--- src/rtl/line_window_3x3_if.sv ---
`default_nettype none
// ============================================================================
// Module      : line_window_3x3_if
// Description : Pixel-stream in / 3x3-window-stream out bundle for the
//               line_window_3x3 block. The master side is the pixel source
//               (and window consumer). The slave side is the window generator.
// Revision    : 1.0 - initial release
// ============================================================================
interface line_window_3x3_if #(
    parameter int DATA_W = 8
) ();
    logic                  In_Valid;
    logic [DATA_W-1:0]     In_Pixel;
    logic                  Out_Valid;
    logic [9*DATA_W-1:0]   Out_Window;
    logic                  Out_Last;

    modport master (
        output In_Valid,
        output In_Pixel,
        input  Out_Valid,
        input  Out_Window,
        input  Out_Last
    );

    modport slave (
        input  In_Valid,
        input  In_Pixel,
        output Out_Valid,
        output Out_Window,
        output Out_Last
    );
endinterface
`default_nettype wire

--- src/rtl/line_window_3x3.sv ---
`default_nettype none
// ============================================================================
// Module      : line_window_3x3
// Description : Streaming 3x3 neighbourhood generator. Two internal line
//               buffers hold the previous two image lines. One registered
//               window is emitted per accepted pixel at (r>=2, c>=2).
// Revision    : 1.0 - initial release
// ============================================================================
module line_window_3x3 #(
    parameter int DATA_W = 8,
    parameter int IMG_W  = 8,
    parameter int IMG_H  = 8
) (
    input  logic               clk,
    input  logic               rst,
    line_window_3x3_if.slave   win_if
);
    localparam int c_col_w = $clog2(IMG_W);
    localparam int c_row_w = $clog2(IMG_H);
    localparam logic [c_col_w-1:0] c_col_max = c_col_w'(IMG_W - 1);
    localparam logic [c_row_w-1:0] c_row_max = c_row_w'(IMG_H - 1);

    // Position counters and registered outputs
    logic [c_col_w-1:0]      r_col_q,   w_col_d;
    logic [c_row_w-1:0]      r_row_q,   w_row_d;
    logic                    r_valid_q, w_valid_d;
    logic                    r_last_q,  w_last_d;
    logic [9*DATA_W-1:0]     r_win_q,   w_win_d;

    // Line buffers: lb0 holds row r-1, lb1 holds row r-2 at each column.
    // Their contents are never reset; row/col gating keeps stale data out
    // of every valid window.
    logic [DATA_W-1:0]       r_lb0_mem [IMG_W];
    logic [DATA_W-1:0]       r_lb1_mem [IMG_W];

    logic [DATA_W-1:0]       w_lb0_rd;
    logic [DATA_W-1:0]       w_lb1_rd;
    logic [3*DATA_W-1:0]     w_col_in;

    assign w_lb0_rd = r_lb0_mem[r_col_q];
    assign w_lb1_rd = r_lb1_mem[r_col_q];
    // New right-hand column, top (row r-2) in the low slot
    assign w_col_in = {win_if.In_Pixel, w_lb0_rd, w_lb1_rd};

    // Next-state: counter advance, window shift and validity flags on accept
    always_comb begin
        w_col_d   = r_col_q;
        w_row_d   = r_row_q;
        w_valid_d = 1'b0;
        w_last_d  = 1'b0;
        w_win_d   = r_win_q;
        if (win_if.In_Valid) begin
            if (r_col_q == c_col_max) begin
                w_col_d = '0;
                w_row_d = (r_row_q == c_row_max) ? '0 : r_row_q + c_row_w'(1);
            end else begin
                w_col_d = r_col_q + c_col_w'(1);
            end
            w_valid_d = (r_row_q >= c_row_w'(2)) && (r_col_q >= c_col_w'(2));
            w_last_d  = (r_row_q == c_row_max) && (r_col_q == c_col_max);
            // Shift each window row one slot left and insert the new column
            for (int i = 0; i < 3; i++) begin
                w_win_d[(3*i)*DATA_W   +: DATA_W] = r_win_q[(3*i+1)*DATA_W +: DATA_W];
                w_win_d[(3*i+1)*DATA_W +: DATA_W] = r_win_q[(3*i+2)*DATA_W +: DATA_W];
                w_win_d[(3*i+2)*DATA_W +: DATA_W] = w_col_in[i*DATA_W +: DATA_W];
            end
        end
    end

    // State registers; reset wins over a same-cycle accept
    always_ff @(posedge clk) begin
        if (rst) begin
            r_col_q   <= '0;
            r_row_q   <= '0;
            r_valid_q <= 1'b0;
            r_last_q  <= 1'b0;
            r_win_q   <= '0;
        end else begin
            r_col_q   <= w_col_d;
            r_row_q   <= w_row_d;
            r_valid_q <= w_valid_d;
            r_last_q  <= w_last_d;
            r_win_q   <= w_win_d;
        end
    end

    // Line buffer update: current pixel into lb0, displaced lb0 value into lb1
    always_ff @(posedge clk) begin
        if (win_if.In_Valid && !rst) begin
            r_lb0_mem[r_col_q] <= win_if.In_Pixel;
            r_lb1_mem[r_col_q] <= w_lb0_rd;
        end
    end

    assign win_if.Out_Valid  = r_valid_q;
    assign win_if.Out_Last   = r_last_q;
    assign win_if.Out_Window = r_win_q;

endmodule
`default_nettype wire

--- src/flat_wrapper.sv ---
// flat-port wrapper written by rule: the top's interface ports become plain ports
module line_window_3x3_flat 
#(
    parameter int DATA_W = 8,
    parameter int IMG_W  = 8,
    parameter int IMG_H  = 8
)
  (clk, rst, win_if_In_Valid, win_if_In_Pixel, win_if_Out_Valid, win_if_Out_Window, win_if_Out_Last);
  line_window_3x3_if #(.DATA_W(DATA_W)) win_if_i ();
  input  logic clk;
  input  logic rst;
  input wire logic [$bits(win_if_i.In_Valid)-1:0] win_if_In_Valid;
  input wire logic [$bits(win_if_i.In_Pixel)-1:0] win_if_In_Pixel;
  output wire logic [$bits(win_if_i.Out_Valid)-1:0] win_if_Out_Valid;
  output wire logic [$bits(win_if_i.Out_Window)-1:0] win_if_Out_Window;
  output wire logic [$bits(win_if_i.Out_Last)-1:0] win_if_Out_Last;
  assign win_if_i.In_Valid = win_if_In_Valid;
  assign win_if_i.In_Pixel = win_if_In_Pixel;
  assign win_if_Out_Valid = win_if_i.Out_Valid;
  assign win_if_Out_Window = win_if_i.Out_Window;
  assign win_if_Out_Last = win_if_i.Out_Last;
  line_window_3x3 #(.DATA_W(DATA_W), .IMG_W(IMG_W), .IMG_H(IMG_H)) u_core (.clk(clk), .rst(rst), .win_if(win_if_i));
endmodule
--- config.mk ---
export PLATFORM = sky130hd
export DESIGN_NAME = line_window_3x3_flat
export DESIGN_NICKNAME = d
export VERILOG_FILES = /design/src/rtl/line_window_3x3_if.sv /design/src/rtl/line_window_3x3.sv /design/src/flat_wrapper.sv
export SDC_FILE = /design/constraint.sdc
export NUM_CORES = 1
export LEC_CHECK = 0
export ABC_CLOCK_PERIOD_IN_PS = 3700
export CAP_MARGIN = 20
export CORE_UTILIZATION = 25
export DETAILED_ROUTE_END_ITERATION = 10
export DONT_BUFFER_PORTS = 1
export PLACE_DENSITY = 0.46
export SETUP_SLACK_MARGIN = 0.02
export SLEW_MARGIN = 10
export SYNTH_ARGS = -nofsm -noshare
export SYNTH_HDL_FRONTEND = slang
export SYNTH_SLANG_ARGS = --single-unit
export TNS_END_PERCENT = 30
--- constraint.sdc ---
create_clock -name clk -period 3.7 [get_ports clk]
set_input_delay 1.11 -clock clk [delete_from_list [all_inputs] [get_ports clk]]
set_output_delay 1.11 -clock clk [all_outputs]
set_load 0.005 [all_outputs]
After elaboration in Yosys (flattened, before gate mapping)
Memory sizes are Yosys's and may differ from the RTL's. A register that Yosys moved wholly into a read port is not among the register bits.
Index checks and enable logic that the tools add are counted.
{"block": "op_classes", "add_sub_neg": 2, "n_lt_le_gt_ge": 2, "eq_ne": 2, "mux": 6, "bitwise": 1, "reduce_logical": 6}
{"cell": "$mux W3", "count": 4}
{"cell": "$add A3 B1 Y3 const B", "count": 2}
{"cell": "$eq A3 B3 Y1 const B", "count": 2}
{"cell": "$ge A3 B2 Y1 const B", "count": 2}
{"cell": "$logic_and A1 B1 Y1", "count": 3}
{"cell": "$mux W1", "count": 2}
{"cell": "$reduce_and A2 Y1", "count": 1}
{"cell": "$reduce_or A2 Y1", "count": 1}
{"cell": "$logic_not A1 Y1", "count": 1}
{"cell": "$not A1 Y1", "count": 1}
{"block": "totals", "regBits": 80, "ram_bits": 128, "inputBits": 11, "output_inout_bits": 74, "word_cells": 26, "mem_count": 2}
{"name": "u_core.r_lb0_mem", "words": 8, "word_bits": 8, "read_ports": 1, "rd_clocked_by_memory_dff": 1, "wr": 1, "line": "line_window_3x3.sv:33", "text": "logic [DATA_W-1:0] r_lb0_mem [IMG_W];"}
{"name": "u_core.r_lb1_mem", "words": 8, "word_bits": 8, "read_ports": 1, "rd_clocked_by_memory_dff": 1, "wr": 1, "line": "line_window_3x3.sv:34", "text": "logic [DATA_W-1:0] r_lb1_mem [IMG_W];"}

Logic depth before layout (Yosys ltp)
{"block": "logic_depth", "word_depth": 4, "mapped_depth": 7, "mapped_depth_nobuf": 6}

Least setup slack after synthesis
Ideal clock, no wire load.
{"block": "synth_timing", "kind": "in2reg", "start": "input port win_if_In_Valid", "end": "memory u_core.r_lb0_mem[5][0], enable pin", "setup_time_ps": 436, "arrival_ps": 3455, "required_ps": 3264, "path_slack_ps": -191, "path_stages": 4, "path_buffers": 2, "path_cell_list": "buf_2 clkbuf_1 nand2_1 nor4b_1"}
{"block": "synth_between", "elab_chain_cells": 3}
{"item": "from (decl)", "line": "flat_wrapper.sv:12", "text": "input wire logic [$bits(win_if_i.In_Valid)-1:0] win_if_In_Valid;"}
{"item": "$logic_and A1 B1 Y1", "line": "line_window_3x3.sv:89", "text": "if (win_if.In_Valid && !rst) begin"}
{"item": "$mux W1", "line": "line_window_3x3.sv:89"}
{"item": "$mux W1 (implied by the code)", "line": "line_window_3x3.sv:90", "text": "r_lb0_mem[r_col_q] <= win_if.In_Pixel;"}
{"item": "to (decl)", "line": "line_window_3x3.sv:33"}
No other way between the ends.

Final worst setup path
{"block": "layout_timing", "start": "register u_core.r_col_q[1]", "end": "memory u_core.r_lb1_mem[6][2], enable pin"}
{"item": "from (decl)", "line": "line_window_3x3.sv:24", "text": "logic [c_col_w-1:0] r_col_q, w_col_d;"}
{"item": "from (signal assigned)", "line": "line_window_3x3.sv:79", "text": "r_col_q <= w_col_d;"}
{"item": "to (decl)", "line": "line_window_3x3.sv:34"}
No word-level cell before the write port.

==> flow_summary.toml <==
[cells_and_area]
utilization = 0.293
syn2layout_area_growth_pct = 14.1
nets = 576
antenna-diode-count = 0
fillers = 3064
drive_gt1_frac = 0.132
multi_input_area_mm2 = 0.00224
fin_cells = 971
register_area_mm2 = 0.00551

[clock_tree]
post_cts_buffers = 0
numCtsBuffers = 23
cts_resized = 0
clk_pin_slew_worst_paths_ns = 0.06
clock_path_buffers = 3
h-tree-depth = 1
cts.sink_count = 211
clock_latency_ns = 0.50
cts_root_buffer = "clkbuf_16"
cts_hold_buffers = 0
cts_tree = "yes"

[drt]
drt_iter0_drc = 244
maxUsedRoutingLayer = "met4"
drt_wl_total_um = 17600
wl_met3_um = 997
via_per_inst = 4.45
via_count = 4319
ant_nets = 0
wl_met1_um = 7800
drc_errors = 0
wl_per_cell_um = 18.1
wl_met2_um = 8350
first_pass_iters = 4

[timing]
worst_pin_slew_ns = 0.882
rsz0062_at_grt = "false"
slew_violations = 0
maxSlewHeadroom = 0.411
hold_violations = 0
setup_viol_count_final = 0
min_period_over_period = 0.595
fin_crit_ns = 2.20
skew_ns = 0.0123
max_freq_mhz = 454

[synth]
synth_top_cell_by_area = "edfxtp_1"
synth_area_per_cell_um2 = 14.4
synth_top_area_share = 0.483
async_flop_share = 0
synth_most_common_cell = "edfxtp_1"
syn_nets = 570
synthTopCellsByArea = "edfxtp_1, dfxtp_1, mux2i_1, nor2_1, mux2_2"
synth-main-ff-cell = "edfxtp_1"
ys_ff_latch = 211
syn_inst = 553
synth_warnings = 0
ys_top_cells_by_count = "edfxtp_1, nor2_1, mux2i_1"
yosysSeqAreaShare = 0.691
synth_edf_count = 128
netlist-cell-type-count = 38
synth_area_mm2 = 0.00796

[floorplan]
die_area_mm2 = 0.0326
core_area_mm2 = 0.0310
ios = 85
rows = 64
die_w_um = 180
chipHeight_um = 180
initial_core_util = 0.257

[placed_design]
dpl.hpwl_um = 11300
gp_congestion = 0.763
io_buffers = 0
dp.cells = 930

[global_route]
grt_pass1_wl_um = 27300
grt_use_total = 0.108
grt_pass1_vias = 4514
grt_start_max_net_pins = 85
grt-ovfl-total = 0
antenna_found_initial = 0

[run_status]
status = "completed"

[worst_setup_path]
crit_path_start_kind = "flip-flop"
worst-setup-path-type = "flip-flop to flip-flop"
crit_fanout = 12
reg2reg_slack_ns = 1.50
worstPathRequired_ns = 3.89
critPathCaptureType = "flip-flop"
cp.arrival_ns = 2.39

[power_and_ir_drop]
p_leak_uw = 0.00321
irDropWorstVdd_mv = 0.362
powerDensity_mw_per_mm2 = 554
finalPower_uw = 5030

[job]
drv_cap = 0

[hold_path]
hp-class = "flip-flop to flip-flop"
worst paths after layout:
| path | from | to | cells after the start |
|---|---|---|---|
| worst min-delay path | u_core.r_row_q[2] | u_core.r_row_q[2] | 2 |
| worst max register to register | u_core.r_col_q[1] | u_core.r_lb1_mem[6][2] | 4 |
| worst max-delay path | u_core.r_col_q[1] | u_core.r_lb1_mem[6][2] | 4 |
| worst min register to register | u_core.r_row_q[2] | u_core.r_row_q[2] | 2 |
kinds of logic after synthesis:
logic type                 share of synthesized area
adders and majority gates                    0.00943
buffers and inverters                         0.0291
muxes                                          0.144
AOI/OAI and AO/OA                             0.0584
and+or+nand+nor                               0.0674
DFF                                            0.691
per-layer routing:
metal | vias to the layer above | track usage
met5 | - | 0
met1 | 2130 | 0.135
met3 | 28 | 0.0291
li1 | 2043 | -
met4 | 0 | 0.0359
met2 | 118 | 0.181
cells in the final DEF, fill, tap and decap left out, types with 6 or more instances in the layout:
cell type,instances
edfxtp_1,128
nor2_1,103
mux2i_1,89
dfxtp_1,83
clkbuf_16,25
buf_4,14
mux2_2,13
a21oi_1,13
o22ai_1,12
nand2_1,8
o21a_1,8
nor3_1,6
ha_1,6
clkinv_2,6
state kept, by name, indices dropped and copies added, names as in the netlist, named ones only:
register	flops
u_core.win_if.Out_Last	1
u_core.r_lb1_mem	64
u_core.win_if.Out_Window	72
u_core.r_col_q	3
u_core.r_lb0_mem	64
u_core.win_if.Out_Valid	1
u_core.r_row_q	3
metrics by stage:
step                TNS, ns  area [µm²]  setup slack, ns  hold slack, ns
CTS                       0        9090             1.48           0.476
detailed placement        0        8360             1.17           0.467
global route              0        9090             1.29           0.511
global placement          0        8360             1.21           0.454
floorplan            -0.144        7970         -0.00899           0.454
finish                    0        9090             1.50           0.475
critical path: stages (launching register included):
cell	delay [ns]
dfxtp_1	0.60
inv_1	0.16
or3_1	0.39
nor2_1	0.41
buf_4	0.32
report_power, final:
group | switching, µW | internal, µW | leakage, µW
combinational | 126 | 100 | 0.00101
clock | 890 | 1290 | 0.000360
sequential | 54.1 | 2570 | 0.00183
final cells by class:
cell class,count,share of cell area
clock buffers,29,0.0705
inverters,4,0.00165
clock inverters,12,0.00936
multi-input cells,305,0.246
well taps,396,0.0545
flip-flops and latches,211,0.606
repair buffers,14,0.0116
(Power assumes the default switching activity.)
